File: config.mk
export PLATFORM = sky130hd
export DESIGN_NAME = sync_dualport_ram
export DESIGN_NICKNAME = d
export VERILOG_FILES = /design/src/rtl/sync_dualport_ram.sv
export SDC_FILE = /design/constraint.sdc
export NUM_CORES = 1
export LEC_CHECK = 0
export BUFFER_PORTS_ARGS = -buffer_cell sky130_fd_sc_hd__buf_2
export CORE_UTILIZATION = 35
export CTS_BUF_LIST = sky130_fd_sc_hd__clkbuf_4 sky130_fd_sc_hd__clkbuf_8
export CTS_CLUSTER_DIAMETER = 100
export CTS_CLUSTER_SIZE = 20
export DETAILED_ROUTE_END_ITERATION = 10
export PLACE_DENSITY = 0.52
export SKIP_CTS_REPAIR_TIMING = 1
export SLEW_MARGIN = 15
export SYNTH_ARGS = -nofsm -noshare
export SYNTH_HDL_FRONTEND = slang
export SYNTH_SLANG_ARGS = --single-unit
File: constraint.sdc
create_clock -name clk -period 5.3 [get_ports clk]
set_clock_uncertainty 0.1 [all_clocks]
set_input_delay 0.265 -clock clk [delete_from_list [all_inputs] [get_ports clk]]
set_output_delay 0.265 -clock clk [all_outputs]
set_load 0.005 [all_outputs]
File: src/rtl/sync_dualport_ram.sv
// sync_dualport_ram: single-clock simple dual-port RAM (one write, one read port).
// After every reset a zero-fill sequencer clears the array while busy is high.
// Reads return registered data with a one-cycle rd_valid strobe. A read and a
// write to the same in-range address in the same cycle return the new data
// (write-first). Out-of-range requests raise the sticky addr_err flag.
// Optional feature macro: SDPR_OUTREG_EN adds a second output register stage,
// which makes the read latency two edges. rd_valid stays aligned with data_out.
module sync_dualport_ram #(
  parameter int WIDTH  = 16,
  parameter int DEPTH  = 16,
  parameter int ADDR_W = 4
) (
  input  logic              clk,
  input  logic              clr,
  input  logic              write,
  input  logic [ADDR_W-1:0] wr_addr,
  input  logic [WIDTH-1:0]  data_in,
  input  logic              read,
  input  logic [ADDR_W-1:0] rd_addr,
  output logic [WIDTH-1:0]  data_out,
  output logic              rd_valid,
  output logic              busy,
  output logic              addr_err
);

  typedef enum logic {
    INIT,
    READY
  } state_t;

  // DEPTH is widened by one bit so that the range check also works when DEPTH == 2**ADDR_W.
  localparam logic [ADDR_W:0]   DEPTH_W = DEPTH[ADDR_W:0];
  localparam logic [ADDR_W-1:0] LAST    = ADDR_W'(DEPTH - 1);

  logic [WIDTH-1:0]  mem [DEPTH];

  state_t            state;
  state_t            state_nx;
  logic [ADDR_W-1:0] cnt;

  logic              wr_ok;
  logic              rd_ok;
  logic              mem_we;
  logic [ADDR_W-1:0] mem_waddr;
  logic [WIDTH-1:0]  mem_wdata;
  logic              rd_fire;
  logic [WIDTH-1:0]  rd_word;
  logic              err_hit;

  logic              rd_v1;
  logic [WIDTH-1:0]  rd_d1;

  // State register. It restarts the zero-fill on every reset.
  always_ff @(posedge clk or posedge clr) begin
    if (clr) state <= INIT;
    else     state <= state_nx;
  end

  // Next state and port decode: zero-fill writes, range checks, read mux with write-first bypass.
  always_comb begin
    state_nx  = state;
    wr_ok     = ({1'b0, wr_addr} < DEPTH_W);
    rd_ok     = ({1'b0, rd_addr} < DEPTH_W);
    mem_we    = 1'b0;
    mem_waddr = wr_addr;
    mem_wdata = data_in;
    rd_fire   = 1'b0;
    rd_word   = '0;
    err_hit   = 1'b0;
    case (state)
      INIT: begin
        mem_we    = 1'b1;
        mem_waddr = cnt;
        mem_wdata = '0;
        if (cnt == LAST) state_nx = READY;
      end
      READY: begin
        mem_we  = write && wr_ok;
        rd_fire = read;
        if (read && rd_ok) begin
          if (write && (wr_addr == rd_addr)) rd_word = data_in;
          else                               rd_word = mem[rd_addr];
        end
        err_hit = (write && !wr_ok) || (read && !rd_ok);
      end
      default: state_nx = INIT;
    endcase
  end

  // Fill counter. It walks 0..DEPTH-1 during INIT and parks at 0 afterwards.
  always_ff @(posedge clk or posedge clr) begin
    if (clr)                cnt <= '0;
    else if (state == INIT) cnt <= (cnt == LAST) ? '0 : cnt + 1'b1;
  end

  // Storage array, with no reset so that it maps onto RAM; INIT performs the clearing.
  always_ff @(posedge clk) begin
    if (mem_we) mem[mem_waddr] <= mem_wdata;
  end

  // First output stage: loads on a read and holds its data otherwise. rd_v1 is a single-cycle strobe.
  always_ff @(posedge clk or posedge clr) begin
    if (clr) begin
      rd_v1 <= 1'b0;
      rd_d1 <= '0;
    end else begin
      rd_v1 <= rd_fire;
      if (rd_fire) rd_d1 <= rd_word;
    end
  end

  // Sticky error flag. Only clr can clear it.
  always_ff @(posedge clk or posedge clr) begin
    if (clr)          addr_err <= 1'b0;
    else if (err_hit) addr_err <= 1'b1;
  end

`ifdef SDPR_OUTREG_EN
  logic             rd_v2;
  logic [WIDTH-1:0] rd_d2;

  // Second output stage: copies stage one every cycle, so throughput stays at one read per cycle.
  always_ff @(posedge clk or posedge clr) begin
    if (clr) begin
      rd_v2 <= 1'b0;
      rd_d2 <= '0;
    end else begin
      rd_v2 <= rd_v1;
      rd_d2 <= rd_d1;
    end
  end

  assign data_out = rd_d2;
  assign rd_valid = rd_v2;
`else
  assign data_out = rd_d1;
  assign rd_valid = rd_v1;
`endif

  assign busy = (state == INIT);

endmodule

# After elaboration in Yosys (flattened, before gate mapping)

Memory sizes are Yosys's and may differ from the RTL's. A register that Yosys moved wholly into a read port is not among the register bits.
Index checks and enable logic that the tools add are counted.
Widths: inputs -> output; s select.

Add/subtract/negate cells: 1
Bitwise gates (word level): 1
Mux-type cells: 9
Eq/ne operators: 1

Operators with widths:

| operator            | number |
|---|---|
| $mux 16             | 1 |
| $mux 4              | 2 |
| $mux 1              | 5 |
| $add 4x1->4 const B | 1 |
| $eq 4x4->1 const B  | 1 |
| $pmux 1 s2          | 1 |
| $not 1->1           | 1 |

Register bits: 6
Memories: 1
Input port bits: 28
Memory bits (writable): 256
Output and inout port bits: 19
Word-level logic and storage cells: 16

Memory list:

| name | depth | bits a word | rd ports | clocked after memory_dff | write ports | line | source |
|---|---|---|---|---|---|---|---|
| mem  | 16    | 16          | 1        | 1                        | 1           | 35   | `logic [WIDTH-1:0] mem [DEPTH];` |

# Longest topological paths before layout

Gate-level depths: netlist of run 1.

Word-level depth: 4
Gate-level depth with buffers: 8
Gate-level depth less buffers: 5

# Worst setup path before layout of run 1

No wires, ideal clock.

Path type: reg2reg
From: register state
To: memory mem[5][0] (enable)
Period minus slack after synthesis: 2478 ps
Buffers on the path: 2
Library setup time: 388 ps
Stages on the path, launching flop included: 6
Required time: 4812 ps
Slack: 2822 ps
Arrival: 1989 ps
Cells stage by stage: dfrtp_1 > buf_2 > buf_2 > clkinv_1 > o32a_1 > nor2_1

Cells in the longest elaborated chain, start to end: 4
Elaborated cells between the ends (all ways): 5
Those cells by class: mux: 4; bitwise: 1

RTL lines:

| item                         | line | source |
|---|---|---|
| start, declared              | 37   | `state_t state;` |
| start signal, assigned       | 56   | `else state <= state_nx;` |
| $not 1->1                    | --   |  |
| via busy                     | 22   | `output logic busy,` |
| $pmux 1 s2                   | 70   | `case (state)` |
| $mux 1                       | 98   | `if (mem_we) mem[mem_waddr] <= mem_wdata;` |
| $mux 1 (implied by the code) | 98   |  |
| end, declared                | 35   |  |

The timed path passes the listed nets, and every way through them passes these cells.

# Worst setup path after layout of run 1

From: register state
To: register rd_d1[11], in the netlist data_out[11], read port of mem

Cells in the longest elaborated chain, start to end: 1

RTL lines:

| item          | line | source |
|---|---|---|
| $mux 1        | 70   |  |
| via rd_fire   | 46   | `logic rd_fire;` |
| end, declared | 51   | `logic [WIDTH-1:0] rd_d1;` |

The timed path passes the listed nets, and every way through them passes these cells.
A chain may end at the register's enable or synchronous reset.

==> impl_metrics.yaml, run 1 <==
timing:
  setup_viol: 0
  setup_ws_ns: 1.89
  post-route-min-period_ns: 3.41
  fmax_mhz: 293
  finalHoldViolCount: 0
  grt_setup_unrepaired: "false"
  timing.final.crit_share_pct: 64.3
  max_slew.worst_pin.slew_ns: 1.18
  max_slew_margin_pct: 20.9
  report.final.slew_viol_count: 0
  fin_setup_tns_ns: 0
clock_network:
  cts_max_level: 1
  clk_pin_slew_ns: 0.14
  cts_tree: "done"
  clock_latency_ns: 0.55
  ctsLongestPathBuffers: 3
  root_buffer: "clkbuf_8"
  cts_num_sinks: 278
  cts_buffers: 17
worst_setup_path:
  path_delay_family: "simple AND/OR/NAND/NOR gates"
  cp_data_required_time_ns: 5.67
  arrival_ns: 3.78
  critPathBufInv: 2
  crit_fanout: 22
  end_kind: "flip-flop"
  critPathLaunchType: "flip-flop"
  worst_path_largest_cell_delay_ns: 0.89
  path_cells: "buf_4 -> nand2_1 -> inv_1 -> and3_1 -> a221o_1"
  worstSetupPathType: "flip-flop to flip-flop"
  slowest_stage: "and3_1"
routing:
  totalWireLength_um: 24900
  avgRoutedWirePerCell_um: 24.5
  antenna_left: 0
  wl_met2_um: 12400
  vias_per_cell: 5.34
  topRoutingLayerUsed: "met4"
  drc: 0
  wl_met1_um: 10900
  num_vias: 5421
  drtIter0Drc: 445
  dr_wl_met3_um: 1110
  first_pass_iters: 4
synth:
  ys_seq_elements: 278
  syn_inst: 546
  synth.yosys.seq_area_share_pct: 75.4
  synth_flop_cell: "edfxtp_1"
  ys_warn_count: 0
  synth_area_leaders: "edfxtp_1, mux4_2, dfrtp_1, a22oi_1, and2_1"
  synth_edf_count: 256
  yosysTopAreaCellShare_pct: 70.4
  syn_nets: 575
  yosys.area.top_type: "edfxtp_1"
  synth_cell_types: 36
  synth.avg_cell_area_um2: 20.0
  synth_area_um2: 10900
  async_flop_share_pct: 7.91
place:
  hpwlAfterDp_um: 15300
  gp_congestion: 0.774
  place_area_um2: 11600
  dp_cells: 970
  place_ws_ns: 1.86
  port_buffers: 45
power_and_ir_drop:
  ir_drop_mv: 0.150
  switchingPower_mw: 0.808
  swShare_pct: 21.7
  seq_power_share_pct: 65.2
  power_leakage_nw: 3.94
  internal-power_mw: 2.92
  p_comb_share_pct: 7.1
  clockPowerShare_pct: 27.7
  p_per_area_nw_per_um2: 307
floorplanning:
  core_um2: 30700
  dieHeight_um: 179
  io_pins: 47
  start_util_pct: 35.6
  dieArea_um2: 31900
  rows: 64
  fp.dieW_um: 179
cells_and_area:
  layout_commonest_cell: "edfxtp_1"
  area_growth_pct: 11.1
  antenna_cells: 0
  finalInstanceArea_um2: 12100
  nets: 639
  most-common-layout-cells: "edfxtp_1, mux4_2, buf_2, and2_1, a22oi_1"
  final-instance-count-excl-fill: 1016
  drive_gt1_share_pct: 27.7
global_route:
  grt_max_degree: 51
  grt_pass1_wl_um: 37100
  grt_pass1_vias: 5721
  grtUsageTotal_pct: 16.3
  antenna_found_initial: 0
  grt_overflow_total: 0
run:
  max_cap_viol_count: 0
worst_hold_path:
  hp-class: "primary input to asynchronous set/reset pin"
run_status:
  status: "completed"
## cell usage after synthesis (2+ instances only)
library cell,n
a21oi_1,6
a221o_1,16
a22oi_1,32
a31oi_1,2
and2_1,34
buf_1,5
buf_2,7
buf_4,4
buf_6,4
clkbuf_1,10
clkbuf_2,2
dfrtp_1,22
edfxtp_1,256
inv_1,5
mux2i_1,2
mux4_2,64
nand2_1,25
nor2_1,24
nor3_1,3
nor3b_1,2
o21ai_0,3
o32a_1,2
xnor2_1,3
## state kept, by name, summed over array words and instances, names as in the netlist
signal,cells
rd_valid,1
cnt,4
state,1
mem,256
data_out,16
## cell type report
type | count | area, um2
repair buffers | 77 | 510
clock inverters | 1 | 7.51
multi-input cells | 230 | 2540
well taps | 396 | 495
flip-flops and latches | 278 | 8240
fillers | 2731 | 18500
inverters | 6 | 22.5
clock buffers | 28 | 323
## routing by layer
metal  track usage, %  vias to the layer above
met4             4.70                        0
met5                0                        -
met3             2.07                       31
met2             27.2                      133
li1                 -                     2352
met1             22.4                     2905
## worst paths after layout
path / slack (ns) / to / startpoint / cells past startpoint
min reg2reg: 0.50 / data_out[1]$_DFFE_PP0P_ / data_out[1]$_DFFE_PP0P_ / 2
min: 0.25 / cnt[1]$_DFFE_PP0N_ / clr / 3
min in group clk: 0.40 / data_out[7]$_DFFE_PP0P_ / data_in[7] / 3
max reg2reg: 1.89 / data_out[11]$_DFFE_PP0P_ / state$_DFF_PP0_ / 5
max in group asynchronous: 4.42 / data_out[3]$_DFFE_PP0P_ / clr / 3
max: 1.89 / data_out[11]$_DFFE_PP0P_ / state$_DFF_PP0_ / 5
## power groups by stage
stage	Sequential [mW]	Combinational, mW	Clock, mW
2_1_floorplan	2.48	0.158	0
3_3_place_gp	2.48	0.256	0
3_5_place_dp	2.48	0.260	0
4_1_cts	2.43	0.261	1.07
5_1_grt	2.44	0.290	1.13
6_report	2.43	0.264	1.03
## worst reg2reg max path, cell delays in order (launching register included)
cell	delay, ns
dfrtp_1	0.82
buf_4	0.38
nand2_1	0.58
inv_1	0.23
and3_1	0.89
a221o_1	0.32
## cell families after synthesis
logic type / count (synthesis) / synth area share [%]
fa+ha+maj: 1 / 0.115
simple gates: 92 / 4.13
buf+inv: 38 / 1.82
xor+xnor: 3 / 0.241
compound gates: 66 / 4.73
flops: 278 / 75.4
mux: 67 / 13.5
other cells: 1 / 0.0343
## metrics by stage
step,utilization (%),total power [mW],hold WS [ns]
after floorplan,-,2.64,0.154
after global placement,37.9,2.74,0.413
after detailed placement,37.9,2.74,0.308
after CTS,39.0,3.76,-0.300
after global routing,39.6,3.86,0.303
final,39.6,3.73,0.250
Power figures use the tool's default switching activity.
==> run 2, diff against run 1 <==
--- a/config.mk
+++ b/config.mk
@@ -11,7 +11,7 @@
 export CTS_CLUSTER_DIAMETER = 100
 export CTS_CLUSTER_SIZE = 20
 export DETAILED_ROUTE_END_ITERATION = 10
-export PLACE_DENSITY = 0.52
+export PLACE_DENSITY = 0.54
 export SKIP_CTS_REPAIR_TIMING = 1
 export SLEW_MARGIN = 15
 export SYNTH_ARGS = -nofsm -noshare
==> constraint.sdc (replaced) <==
create_clock -name clk -period 2.89 [get_ports clk]
set_clock_uncertainty 0.1 [all_clocks]
set_input_delay 0.1445 -clock clk [delete_from_list [all_inputs] [get_ports clk]]
set_output_delay 0.1445 -clock clk [all_outputs]
set_load 0.005 [all_outputs]
==> impl_metrics.yaml, run 2 (same netlist as run 1, synthesis figures left out) <==
run_status:
  status: "completed"
timing:
  setup_ws_ns: 0.313
  timing.final.crit_share_pct: 89.2
  finalHoldViolCount: 0
  report.final.slew_viol_count: 0
  post-route-min-period_ns: 2.58
  setup_viol: 0
  max_slew_margin_pct: 32.3
  max_slew.worst_pin.slew_ns: 1.01
  fmax_mhz: 388
  fin_setup_tns_ns: 0
  hold_ws_ns: 0.247
  grt_setup_unrepaired: "false"
routing:
  drtIter0Drc: 584
  avgRoutedWirePerCell_um: 25.4
  num_vias: 5590
  vias_per_cell: 5.41
  drc: 0
  antenna_left: 0
  first_pass_iters: 5
  totalWireLength_um: 26300
place:
  hpwlAfterDp_um: 16700
  place_ws_ns: 0.363
  gp_congestion: 0.916
  port_buffers: 45
clock_network:
  cts_buffers: 17
  cts_max_level: 1
  clock_latency_ns: 0.53
  cts_num_sinks: 278
  clk_pin_slew_ns: 0.13
  root_buffer: "clkbuf_8"
  ctsLongestPathBuffers: 3
  cts_tree: "done"
cells_and_area:
  most-common-layout-cells: "edfxtp_1, mux4_2, buf_2, and2_1, a22oi_1"
  top_register: "mem"
  utilization_pct: 40.3
  area_growth_pct: 13.3
  largest_register_ffs: 256
  layout_commonest_cell: "edfxtp_1"
  nets: 656
  drive_gt1_share_pct: 29.5
  antenna_cells: 0
worst_hold_path:
  hp-class: "primary input to flip-flop"
  min_to: "mem[4][8]$_DFFE_PP_"
  hold_depth: 3
  hp-start: "wr_addr[3]"
power_and_ir_drop:
  p_total_mw: 6.91
  power_leakage_nw: 4.06
  p_per_area_nw_per_um2: 558
  ir_drop_mv: 0.274
global_route:
  grt_max_degree: 24
  grt_pass1_wl_um: 38800
  grtUsageTotal_pct: 17.1
  grt_overflow_total: 0
  antenna_found_initial: 0
  grt_pass1_vias: 5846
worst_setup_path:
  r2r_start: "state$_DFF_PP0_"
  end_kind: "flip-flop"
  r2r_cells: 6
  crit_fanout: 23
  cp_data_required_time_ns: 3.26
  critPathLaunchType: "flip-flop"
  worstSetupPathType: "flip-flop to flip-flop"
  r2r_slack_ns: 0.31
  rr_endpoint: "data_out[3]$_DFFE_PP0P_"
  startpoint: "state$_DFF_PP0_"
  arrival_ns: 2.95
floorplanning:
  rows: 64
  fp.dieW_um: 179
  dieArea_um2: 31900
  start_util_pct: 35.6
  dieHeight_um: 179
  core_um2: 30700
  io_pins: 47
run:
  max_cap_viol_count: 0
==> run 2: changes by cell type in the layout (fill, tap and decap cells not counted) <==
cell           before  now
buf_4              16   23
buf_12              0    9
inv_2               1    0
a21oi_2             0    1
dlygate4sd3_1      17   18
nor2_4              1    0
inv_1               4    5
clkbuf_4           10   11
nor2_2             15   16
a21oi_4             1    0
==> run 2: final cells by class <==
class / count / area, um2
Clock buffer: 29 / 330
Clock inverter: 1 / 7.51
Fill cell: 2727 / 18300
Inverter: 6 / 22.5
Multi-Input combinational cell: 230 / 2530
Sequential cell: 278 / 8240
Tap cell: 396 / 495
Timing Repair Buffer: 94 / 753
==> run 2: layer usage <==
metal / global-route usage [%] / vias up / routed length, um
met2: 28.9 / 202 / 13100
met5: 0 / - / 0
li1: - / 2376 / -
met4: 3.57 / 0 / 511
met3: 3.32 / 38 / 1670
met1: 22.9 / 2974 / 11100
==> run 2: worst max path at each step <==
stage | end | slack [ns] | cells after the start
6_report | data_out[3]$_DFFE_PP0P_ | 0.31 | 6
5_1_grt | data_out[3]$_DFFE_PP0P_ | 0.14 | 6
4_1_cts | data_out[3]$_DFFE_PP0P_ | 0.31 | 6
3_5_place_dp | data_out[13]$_DFFE_PP0P_ | 0.36 | 6
3_3_place_gp | data_out[1]$_DFFE_PP0P_ | 0.50 | 6
2_1_floorplan | mem[5][0]$_DFFE_PP_ | 0.41 | 5
==> run 2: through the flow <==
step,cells,cell area (um2)
floorplan,546,10900
global placement,986,11900
detailed placement,986,11900
CTS,1016,12200
global route,1034,12400
finish,1034,12400
==> run 2: critical path: stages (launching register included) <==
cell and delay [ns]:
dfrtp_1 0.59, buf_4 0.35, nand2b_1 0.14, a21oi_1 0.07, a211oi_1 0.29, and3_1 0.69
a221o_1 0.28
==> run 2: report_power, final <==
part / internal [mW] / switching [mW] / total, mW
sequential: 4.44 / 0.0368 / 4.48
combinational: 0.217 / 0.298 / 0.515
clock: 0.730 / 1.19 / 1.92
total: 5.39 / 1.52 / 6.91
==> run 3, diff against run 2 <==
--- a/config.mk
+++ b/config.mk
@@ -11,6 +11,7 @@
 export CTS_CLUSTER_DIAMETER = 100
 export CTS_CLUSTER_SIZE = 20
 export DETAILED_ROUTE_END_ITERATION = 10
+export GPL_TIMING_DRIVEN = 0
 export PLACE_DENSITY = 0.54
 export SKIP_CTS_REPAIR_TIMING = 1
 export SLEW_MARGIN = 15
==> constraint.sdc (replaced) <==
create_clock -name clk -period 2.89 [get_ports clk]
set_clock_uncertainty 0.1 [all_clocks]
set_input_delay 0.1445 -clock clk [delete_from_list [all_inputs] [get_ports clk]]
set_output_delay 0.1445 -clock clk [all_outputs]
set_load 0.01 [all_outputs]
==> impl_metrics.yaml, run 3 (same netlist as run 1, synthesis figures left out) <==
cells_and_area:
  nets: 676
  multi_input_area_um2: 2540
  area_growth_pct: 14.1
  seq_area_um2: 8240
  antenna_cells: 0
  layout_commonest_cell: "edfxtp_1"
  utilization_pct: 40.6
  fill_cells: 2696
  drive_gt1_share_pct: 29.3
  most-common-layout-cells: "edfxtp_1, mux4_2, buf_2, and2_1, a22oi_1"
  top_register: "mem"
  largest_register_ffs: 256
worst_setup_path:
  slowest_stage: "nor2_2"
  path_cells: "buf_2 -> buf_2 -> clkinv_1 -> o32a_1 -> nor2_2 -> buf_8"
  critPathLaunchType: "flip-flop"
  cp_common_cell: "buf_2"
  path_delay_family: "buffers and inverters"
  worstSetupPathType: "flip-flop to flip-flop"
  arrival_ns: 2.88
  cp_data_required_time_ns: 3.02
  worst_path_largest_cell_delay_ns: 0.58
  end_kind: "flip-flop"
  crit_fanout: 10
  critPathBufInv: 4
global_route:
  grt_pass1_wl_um: 37100
  grtUsageTotal_pct: 16.5
  antenna_found_initial: 1
  grt_max_degree: 23
  grt_overflow_total: 0
  grt_pass1_vias: 5600
routing:
  first_pass_iters: 5
  totalWireLength_um: 25600
  drc: 0
  antenna_left: 0
  num_vias: 5613
  avgRoutedWirePerCell_um: 24.3
  vias_per_cell: 5.34
  drtIter0Drc: 532
power_and_ir_drop:
  power_leakage_nw: 4.10
  swShare_pct: 21.5
  switchingPower_mw: 1.48
  p_per_area_nw_per_um2: 549
  clockPowerShare_pct: 27.1
  p_comb_share_pct: 7.8
  seq_power_share_pct: 65.1
  ir_drop_mv: 0.323
  p_total_mw: 6.85
  internal-power_mw: 5.37
timing:
  setup_ws_ns: 0.140
  finalHoldViolCount: 0
  timing.final.crit_share_pct: 95.2
  max_slew.worst_pin.slew_ns: 0.914
  setup_viol: 0
  post-route-min-period_ns: 2.75
  report.final.slew_viol_count: 0
  fmax_mhz: 364
  grt_setup_unrepaired: "false"
  max_slew_margin_pct: 39.1
floorplanning:
  core_um2: 30700
  fp.dieW_um: 179
  dieArea_um2: 31900
  dieHeight_um: 179
  io_pins: 47
  rows: 64
  start_util_pct: 35.6
place:
  port_buffers: 45
  hpwlAfterDp_um: 17100
  gp_congestion: 0.772
  place_ws_ns: -0.0572
clock_network:
  cts_num_sinks: 278
  root_buffer: "clkbuf_8"
  cts_max_level: 1
  clock_latency_ns: 0.53
  clk_pin_slew_ns: 0.13
  cts_buffers: 17
  ctsLongestPathBuffers: 3
  cts_tree: "done"
worst_hold_path:
  hp-class: "primary input to asynchronous set/reset pin"
run_status:
  status: "completed"
run:
  max_cap_viol_count: 0
==> run 3: path summary, 6_finish.rpt <==
check | start | to | slack (ns) | depth (start not counted)
setup / recovery | state$_DFF_PP0_ | mem[10][11]$_DFFE_PP_ | 0.14 | 6
hold / removal | clr | data_out[8]$_DFFE_PP0P_ | 0.17 | 3
setup reg to reg | state$_DFF_PP0_ | mem[10][11]$_DFFE_PP_ | 0.14 | 6
hold reg to reg | data_out[15]$_DFFE_PP0P_ | data_out[15]$_DFFE_PP0P_ | 0.49 | 2
max in group asynchronous | clr | data_out[13]$_DFFE_PP0P_ | 2.06 | 3
min in group clk | data_in[10] | data_out[10]$_DFFE_PP0P_ | 0.30 | 3
==> run 3: area by class of cell <==
class	instances	share of cell area (%)
Sequential cell	278	66.1
Multi-Input combinational cell	230	20.4
Timing Repair Buffer	82	5.36
Tap cell	396	3.98
Clock buffer	28	2.59
Buffer	32	1.43
Inverter	6	0.181
==> run 3: routing by layer <==
metal / track usage (%) / routed length [um] / vias to the layer above
met5: 0 / 0 / -
met4: 2.47 / 280 / 0
met3: 2.05 / 1550 / 22
met2: 27.2 / 12400 / 157
met1: 24.0 / 11300 / 3013
li1: - / - / 2421
==> run 3: worst register-to-register path: cells and delay by family (launching register included) <==
kind                   cells  cell delay, ns
AND/OR/NAND/NOR            1            0.58
AO/OA/AOI/OAI              1            0.52
flip-flops                 1            0.35
buffers and inverters      4            0.89
==> run 3: stage by stage <==
step           TNS (ns)  instance area, um2  instances  hold slack, ns
5_1_grt               0               12500       1052           0.170
3_3_place_gp    -133.56               11600        987           0.296
6_report              0               12500       1052           0.170
2_1_floorplan         0               10900        546          0.0337
4_1_cts          -0.791               12200       1031          -0.261
3_5_place_dp     -0.394               11900       1003           0.293
==> run 3: power groups by stage <==
stage | Clock [mW] | Combinational [mW] | Sequential [mW]
detailed placement | 0 | 0.519 | 4.55
finish | 1.85 | 0.536 | 4.46
global placement | 0 | 0.490 | 4.55
global route | 2.03 | 0.580 | 4.47
CTS | 1.91 | 0.522 | 4.46
floorplan | 0 | 0.291 | 4.56
